<file path="src/rtl/config_pkg.sv">
// Minimal core-configuration and EX-stage FU types shared by the shadow
// register restore unit and its environment.
package config_pkg;

  typedef struct packed {
    int unsigned XLEN;
  } cva6_cfg_t;

  localparam cva6_cfg_t cva6_cfg_empty = '{XLEN: 32'd32};

  typedef logic [63:0] xlen_t;

  typedef enum logic [3:0] {
    NONE,
    LOAD,
    STORE,
    ALU,
    CTRL_FLOW,
    MULT,
    CSR
  } fu_t;

  typedef enum logic [7:0] {
    ADD,
    LW,
    LHSR
  } fu_op;

  typedef struct packed {
    fu_t        fu;
    fu_op       operation;
    xlen_t      operand_a;
    xlen_t      operand_b;
    xlen_t      imm;
    logic [2:0] trans_id;
  } fu_data_t;

endpackage

</file>
<file path="src/rtl/shadow_register_restore.sv">
// Restores the shadow register file from a stack frame on interrupt return:
// one LHSR load per register, lowest address into index 0, one load in flight.
module shadow_register_restore #(
  parameter config_pkg::cva6_cfg_t CVA6Cfg          = config_pkg::cva6_cfg_empty,
  parameter type                   fu_data_t        = logic,
  parameter int unsigned           ADDR_WIDTH       = 6,
  parameter int unsigned           DATA_WIDTH       = 32,
  parameter int unsigned           NUM_SHADOW_SAVES = 16
) (
  input  logic                  clk_i,
  input  logic                  rst_ni,
  input  logic                  shadow_restore_i,
  input  logic [DATA_WIDTH-1:0] shadow_sp_i,
  output logic                  restore_ready_o,
  output logic                  restore_done_o,
  output logic                  restore_error_o,
  output logic [DATA_WIDTH-1:0] shadow_sp_o,
  output logic                  shlu_valid_o,
  output fu_data_t              shlu_fu_data_o,
  input  logic                  lsu_ready_i,
  input  logic                  shlu_load_valid_i,
  input  logic [DATA_WIDTH-1:0] shlu_load_data_i,
  input  logic                  shlu_load_ex_i,
  output logic                  shadow_reg_we_o,
  output logic [ADDR_WIDTH-1:0] shadow_reg_waddr_o,
  output logic [DATA_WIDTH-1:0] shadow_reg_wdata_o
);

  localparam logic [DATA_WIDTH-1:0] STRIDE   = DATA_WIDTH'(CVA6Cfg.XLEN / 8);
  localparam logic [ADDR_WIDTH-1:0] LAST_IDX = ADDR_WIDTH'(NUM_SHADOW_SAVES - 1);

  typedef enum logic [1:0] {
    IDLE,
    ISSUE,
    WAIT,
    DONE
  } state_e;

  state_e                  state_q, state_d;
  logic [DATA_WIDTH-1:0]   addr_q, addr_d;
  logic [ADDR_WIDTH-1:0]   cnt_q, cnt_d;
  logic                    load_ok, load_err;
  config_pkg::fu_data_t    fu_data;

  // Load responses only count while a load is actually outstanding.
  assign load_ok  = (state_q == WAIT) && shlu_load_valid_i && !shlu_load_ex_i;
  assign load_err = (state_q == WAIT) && shlu_load_valid_i &&  shlu_load_ex_i;

  always_ff @(posedge clk_i or negedge rst_ni) begin
    if (!rst_ni) begin
      state_q <= IDLE;
      addr_q  <= '0;
      cnt_q   <= '0;
    end else begin
      state_q <= state_d;
      addr_q  <= addr_d;
      cnt_q   <= cnt_d;
    end
  end

  always_comb begin
    state_d = state_q;
    addr_d  = addr_q;
    cnt_d   = cnt_q;
    unique case (state_q)
      IDLE: begin
        if (shadow_restore_i) begin
          addr_d  = shadow_sp_i;
          cnt_d   = '0;
          state_d = ISSUE;
        end
      end
      ISSUE: begin
        if (lsu_ready_i) state_d = WAIT;
      end
      WAIT: begin
        if (load_err) begin
          cnt_d   = '0;
          state_d = IDLE;
        end else if (load_ok) begin
          if (cnt_q == LAST_IDX) begin
            state_d = DONE;
          end else begin
            cnt_d   = cnt_q + 1'b1;
            addr_d  = addr_q + STRIDE;
            state_d = ISSUE;
          end
        end
      end
      DONE: state_d = IDLE;
      default: state_d = IDLE;
    endcase
  end

  always_comb begin
    restore_ready_o    = (state_q == IDLE);
    restore_done_o     = 1'b0;
    restore_error_o    = 1'b0;
    shadow_sp_o        = '0;
    shlu_valid_o       = 1'b0;
    shadow_reg_we_o    = 1'b0;
    shadow_reg_waddr_o = cnt_q;
    shadow_reg_wdata_o = shlu_load_data_i;
    unique case (state_q)
      ISSUE: shlu_valid_o = lsu_ready_i;
      WAIT: begin
        shadow_reg_we_o = load_ok;
        restore_error_o = load_err;
      end
      DONE: begin
        restore_done_o = 1'b1;
        shadow_sp_o    = addr_q + STRIDE;
      end
      default: ;
    endcase
  end

  // The request descriptor is constant apart from the frame address.
  always_comb begin
    fu_data           = '0;
    fu_data.fu        = config_pkg::LOAD;
    fu_data.operation = config_pkg::LHSR;
    fu_data.operand_a = config_pkg::xlen_t'(addr_q);
    fu_data.operand_b = '0;
    fu_data.imm       = '0;
    fu_data.trans_id  = '0;
  end

  assign shlu_fu_data_o = fu_data_t'(fu_data);

endmodule

</file>
<file path="config.mk">
export PLATFORM = sky130hd
export DESIGN_NAME = shadow_register_restore
export DESIGN_NICKNAME = d
export VERILOG_FILES = /design/src/rtl/config_pkg.sv /design/src/rtl/shadow_register_restore.sv
export SDC_FILE = /design/constraint.sdc
export NUM_CORES = 1
export LEC_CHECK = 0
export CAP_MARGIN = 20
export CORE_ASPECT_RATIO = 0.6
export CORE_UTILIZATION = 47
export CTS_CLUSTER_DIAMETER = 60
export CTS_CLUSTER_SIZE = 40
export DETAILED_ROUTE_END_ITERATION = 12
export HOLD_SLACK_MARGIN = 0.08
export PLACE_DENSITY = 0.85
export SYNTH_ARGS = -nofsm -noshare
export SYNTH_HDL_FRONTEND = slang
export SYNTH_SLANG_ARGS = --single-unit
</file>
<file path="constraint.sdc">
create_clock -name clk_i -period 3.9 [get_ports clk_i]
set_input_delay 0.39 -clock clk_i [delete_from_list [all_inputs] [get_ports clk_i]]
set_output_delay 0.39 -clock clk_i [all_outputs]
set_load 0.05 [all_outputs]
</file>
# [Yosys cells after proc, flatten, opt, wreduce, memory -nomap -nowiden]
# Index checks and enable logic that the tools add are counted.
[word_totals] rom_bits=0 inputBits=70 latch_bits=0 register_bits=40 memories=0 output_inout_bits=76 wordCells=46 ram_bits=0
[classes] n_mux=21 add_sub_neg=2 n_reduce_logical=9 n_div=0 n_mul=0 bitwise=0 shift=0 magnitude_cmp=0 n_eq_ne=11
[ops] op="$mux 32" count=5
[ops] op="$pmux 32 s2" count=1
[ops] op="$add 32x3->32 const B" count=1
[ops] op="$mux 6" count=4
[ops] op="$pmux 6 s2" count=1
[ops] op="$mux 2" count=5
[ops] op="$ne 2x2->1 const B" count=5
[ops] op="$pmux 2 s4" count=1
[ops] op="$add 6x1->6 const B" count=1
[ops] op="$eq 6x4->1 const B" count=1
[ops] op="$ne 3x3->1 const B" count=2
[ops] op="$reduce_and 5->1" count=1
[ops] op="$eq 2x2->1 const B" count=2
[ops] op="$mux 1" count=4
[ops] op="$reduce_and 4->1" count=1
[ops] op="$logic_and 1x1->1" count=3
[ops] op="$reduce_and 3->1" count=1
[ops] op="$eq 2x1->1 const B" count=1
[ops] op="$logic_not 2->1" count=1
[ops] op="$reduce_bool 2->1" count=1
[ops] op="$logic_not 1->1" count=1

# [Logic depth before layout (Yosys ltp)]
# Gate-level depths: netlist of the first run.
[depth] word_depth=6 depth_mapped=9 ltp_nobuf=6

# [Least setup slack after synthesis of the first run]
# No wires, ideal clock.
[synth_timing] kind="reg-to-output" from="reg addr_q[7]" to="out shadow_sp_o[25]" path_stages_with_launch=8 setup_slack_ns=0.848 arrival_ns=2.662 path_buffers=3 required_time_ns=3.510 cell_sequence="dfrtp_1 > buf_2 > nand4_2 > buf_6 > or4_4 > buf_6 > or4_1 > a21oi_1"
[synth_via] elab_chain_len=2
[synth_lines] item="start: declaration" line_no="shadow_register_restore.sv:40" source="logic [DATA_WIDTH-1:0] addr_q, addr_d;"
[synth_lines] item="start signal: assignment" line_no="shadow_register_restore.sv:56" source="addr_q <= addr_d;"
[synth_lines] item="$add 32x3->32" line_no="shadow_register_restore.sv:112" source="shadow_sp_o = addr_q + STRIDE;"
[synth_lines] item="$mux 32" line_no="shadow_register_restore.sv:104" source="unique case (state_q)"
[synth_lines] item="end: declaration" line_no="shadow_register_restore.sv:17" source="output logic [DATA_WIDTH-1:0] shadow_sp_o,"
# Every way passes these cells.

# [Worst setup path in the final report of the first run]
# Ends and elaborated chain as after synthesis.

==> impl_metrics.py, run 1 <==
metrics = {
    "run_status": {
        "status": "completed",
    },
    "die": {
        "dieArea_mm2": 0.00783,
        "dieHeight_um": 68.9,
        "pin_count": 146,
        "core_area_mm2": 0.00694,
        "die_width_um": 114,
        "num_rows": 23,
        "start_util_pct": 50.6,
    },
    "finish": {
        "final_common_cell": "clkdlybuf4s50_1",
        "n_fill_cell": 624,
        "postLayoutCoreUtil_pct": 60.8,
        "layout_common_cells": "clkdlybuf4s50_1, nor2_1, dfrtp_1",
        "syn_to_final_growth_pct": 20.1,
        "drive_above_1_share_pct": 7.20,
        "layout.nets": 544,
        "fin_cells": 572,
        "num_antenna_cells": 0,
    },
    "clock_network": {
        "cts.reportedPaths.clkPinSlew_ns": 0.06,
        "htree_levels": 2,
        "cts_resized": 0,
        "clock_latency_ns": 0.29,
        "postCtsHoldBufs": 0,
        "cts_buffer_depth": 2,
        "post_cts_buffers": 0,
        "cts_tree": "built",
        "cts-buffers-inserted": 5,
        "cts_root_buffer": "clkbuf_16",
        "cts_sinks": 40,
    },
    "worst_setup_path": {
        "critPathBufInv": 1,
        "rr_worst_depth": 6,
        "critPathTopFamily": "simple AND/OR/NAND/NOR gates",
        "critical_path_arrival_ns": 3.35,
        "required_ns": 3.51,
        "end_kind": "output port",
        "crit_slowest_cell": "clkdlybuf4s50_1",
        "max_stage_delay_ns": 0.82,
        "worstSetupPathType": "register to output port",
        "worstPathMaxFanout": 26,
        "worst-r2r-setup-slack_ns": 1.29,
        "timing.rr.end": "addr_q[28]$_DFFE_PN0P_",
        "r2r_start": "addr_q[2]$_DFFE_PN0P_",
        "path_cells": "nand4_2 > or4_4 > or4_1 > a21oi_1 > clkdlybuf4s50_1",
        "worstSetupStartpoint": "addr_q[7]$_DFFE_PN0P_",
        "worst_setup_path_start_kind": "register",
    },
    "detailed_routing": {
        "viasPerCell": 6.32,
        "vias": 3616,
        "ant_nets": 0,
        "drt_drc_violations_left": 0,
        "drt-total-wl_um": 10000,
        "initialDrtViolationCount": 420,
        "first_pass_iters": 5,
        "wl_per_cell_um": 17.6,
    },
    "pwr": {
        "swShare_pct": 51.3,
        "leakage_nw": 1.51,
        "seqPwrFrac_pct": 32.1,
        "p_per_area_mw_per_mm2": 701,
        "power_switching_mw": 1.52,
        "ir_drop_mv": 0.449,
        "clockPowerShare_pct": 13.6,
        "p_total_mw": 2.96,
        "comb_power_share_pct": 54.3,
        "intPower_mw": 1.44,
    },
    "synthesis": {
        "synthCells": 449,
        "synth_area_mm2": 0.00351,
        "ys_types": 56,
        "synth_nets": 521,
        "async_flop_share_pct": 100,
        "yosysSeqAreaShare_pct": 28.5,
        "synth_area_per_cell_um2": 7.82,
        "yosysWarnings": 0,
        "yosys_most_used_dff": "dfrtp_1",
        "synth_seq_cells": 40,
        "synth_edf_count": 0,
    },
    "placement": {
        "place_hpwl_um": 6780,
        "dpl.cell_count": 565,
        "globalplace.congestion": 0.846,
        "portBuffers": 80,
    },
    "timing": {
        "finalSetupViolCount": 0,
        "period_share_pct": 95.9,
        "setup-tns-final_ns": 0,
        "relSlewSlack_pct": 35.8,
        "clock_skew_ns": 0.00890,
        "worstMarginPinSlew_ns": 0.963,
        "hold_slack_ns": 0.249,
        "hold_viol": 0,
        "fin_crit_ns": 3.74,
        "maxSlewViolCount": 0,
        "max_freq_mhz": 267,
        "rsz0062_at_grt": "no",
    },
    "hold_path": {
        "hold_path.class": "input pin to asynchronous set/reset pin",
    },
    "global_routing": {
        "grt_max_degree": 47,
        "gr-usage-all-layers_pct": 26.9,
        "grt_overflow": 0,
        "antenna_found_initial": 0,
        "grt_pass1_vias": 3172,
        "grt_pass1_wl_um": 16400,
    },
    "job": {
        "max_cap_violations": 0,
    },
}
-- cell type report --
| type | count | area (µm²) | share of cell area, % |
|---|---|---|---|
| Timing Repair Buffer | 89 | 858 | 20.4 |
| Clock buffer | 6 | 129 | 3.06 |
| Sequential cell | 40 | 1000 | 23.7 |
| Clock inverter | 1 | 5.00 | 0.119 |
| Inverter | 7 | 26.3 | 0.623 |
| Multi-Input combinational cell | 329 | 2070 | 49.1 |
| Tap cell | 100 | 125 | 2.97 |
-- metrics by stage --
stage                     cell area [µm²]  setup slack [ns]
after floorplan                      3510             0.848
after global placement               4080             0.554
after detailed placement             4080             0.469
after CTS                            4210             0.172
after global routing                 4220            0.0107
final                                4220             0.160
-- state kept, by name, indices dropped and copies added (netlist names) --
| register | count |
|---|---|
| state_q | 2 |
| addr_q | 32 |
| shadow_reg_waddr_o | 6 |
-- synthesized netlist by cell type (all sizes together), types with 5 or more instances --
cell / instances / area (µm²)
o31ai: 8 / 60.1
dfrtp: 40 / 1000
nand4: 12 / 87.6
nor2: 40 / 150
xnor2: 7 / 61.3
clkbuf: 32 / 120
nand3: 20 / 100
inv: 6 / 22.5
buf: 41 / 300
o211ai: 27 / 203
nand2: 31 / 116
a2bb2oi: 5 / 43.8
a21oi: 27 / 135
nor4: 5 / 31.3
xor2: 6 / 52.6
or3: 20 / 125
o22ai: 8 / 50.1
and3: 5 / 31.3
or4: 12 / 93.8
a21boi: 14 / 105
o21ai: 19 / 95.1
-- routing by layer --
metal  global-route usage (%)  vias to the layer above  routed length, µm
met3                     5.94                       15                853
met4                     8.06                        0                 90
li1                         -                     1680                  -
met2                     40.4                      194               4340
met1                     38.5                     1727               4760
met5                        0                        -                  0
-- worst max path at each step --
stage	endpoint	slack [ns]	cells after the start
floorplan	shadow_sp_o[25]	0.85	7
global placement	shadow_sp_o[25]	0.55	5
detailed placement	shadow_sp_o[25]	0.47	5
CTS	shadow_sp_o[25]	0.17	5
global route	shadow_sp_o[25]	0.01	5
finish	shadow_sp_o[25]	0.16	5
-- kinds of logic after synthesis --
| logic type | Yosys count | synth area share [%] |
|---|---|---|
| xor gates and xnor gates | 13 | 3.24 |
| AOI/OAI and AO/OA | 136 | 26.3 |
| muxes | 7 | 2.14 |
| buffers and inverters | 80 | 12.7 |
| DFF | 40 | 28.5 |
| and+or+nand+nor | 170 | 26.3 |
| other | 1 | 0.107 |
| adders and majority gates | 2 | 0.713 |
-- power by group through the flow --
stage	Clock, mW	Combinational [mW]	Sequential, mW
after floorplan	0	1.35	0.785
after global placement	0	1.55	0.913
after detailed placement	0	1.59	0.942
after CTS	0.400	1.60	0.936
after global routing	0.425	1.73	0.987
final	0.402	1.61	0.948
No activity file was read; power rests on OpenSTA's default activity.
==> run 2: changes to the inputs <==
Settings changed: CTS_CLUSTER_SIZE 40 to default.
==> results of run 2 <==
The final DEF is identical to that of run 1; final timing and power are the same.
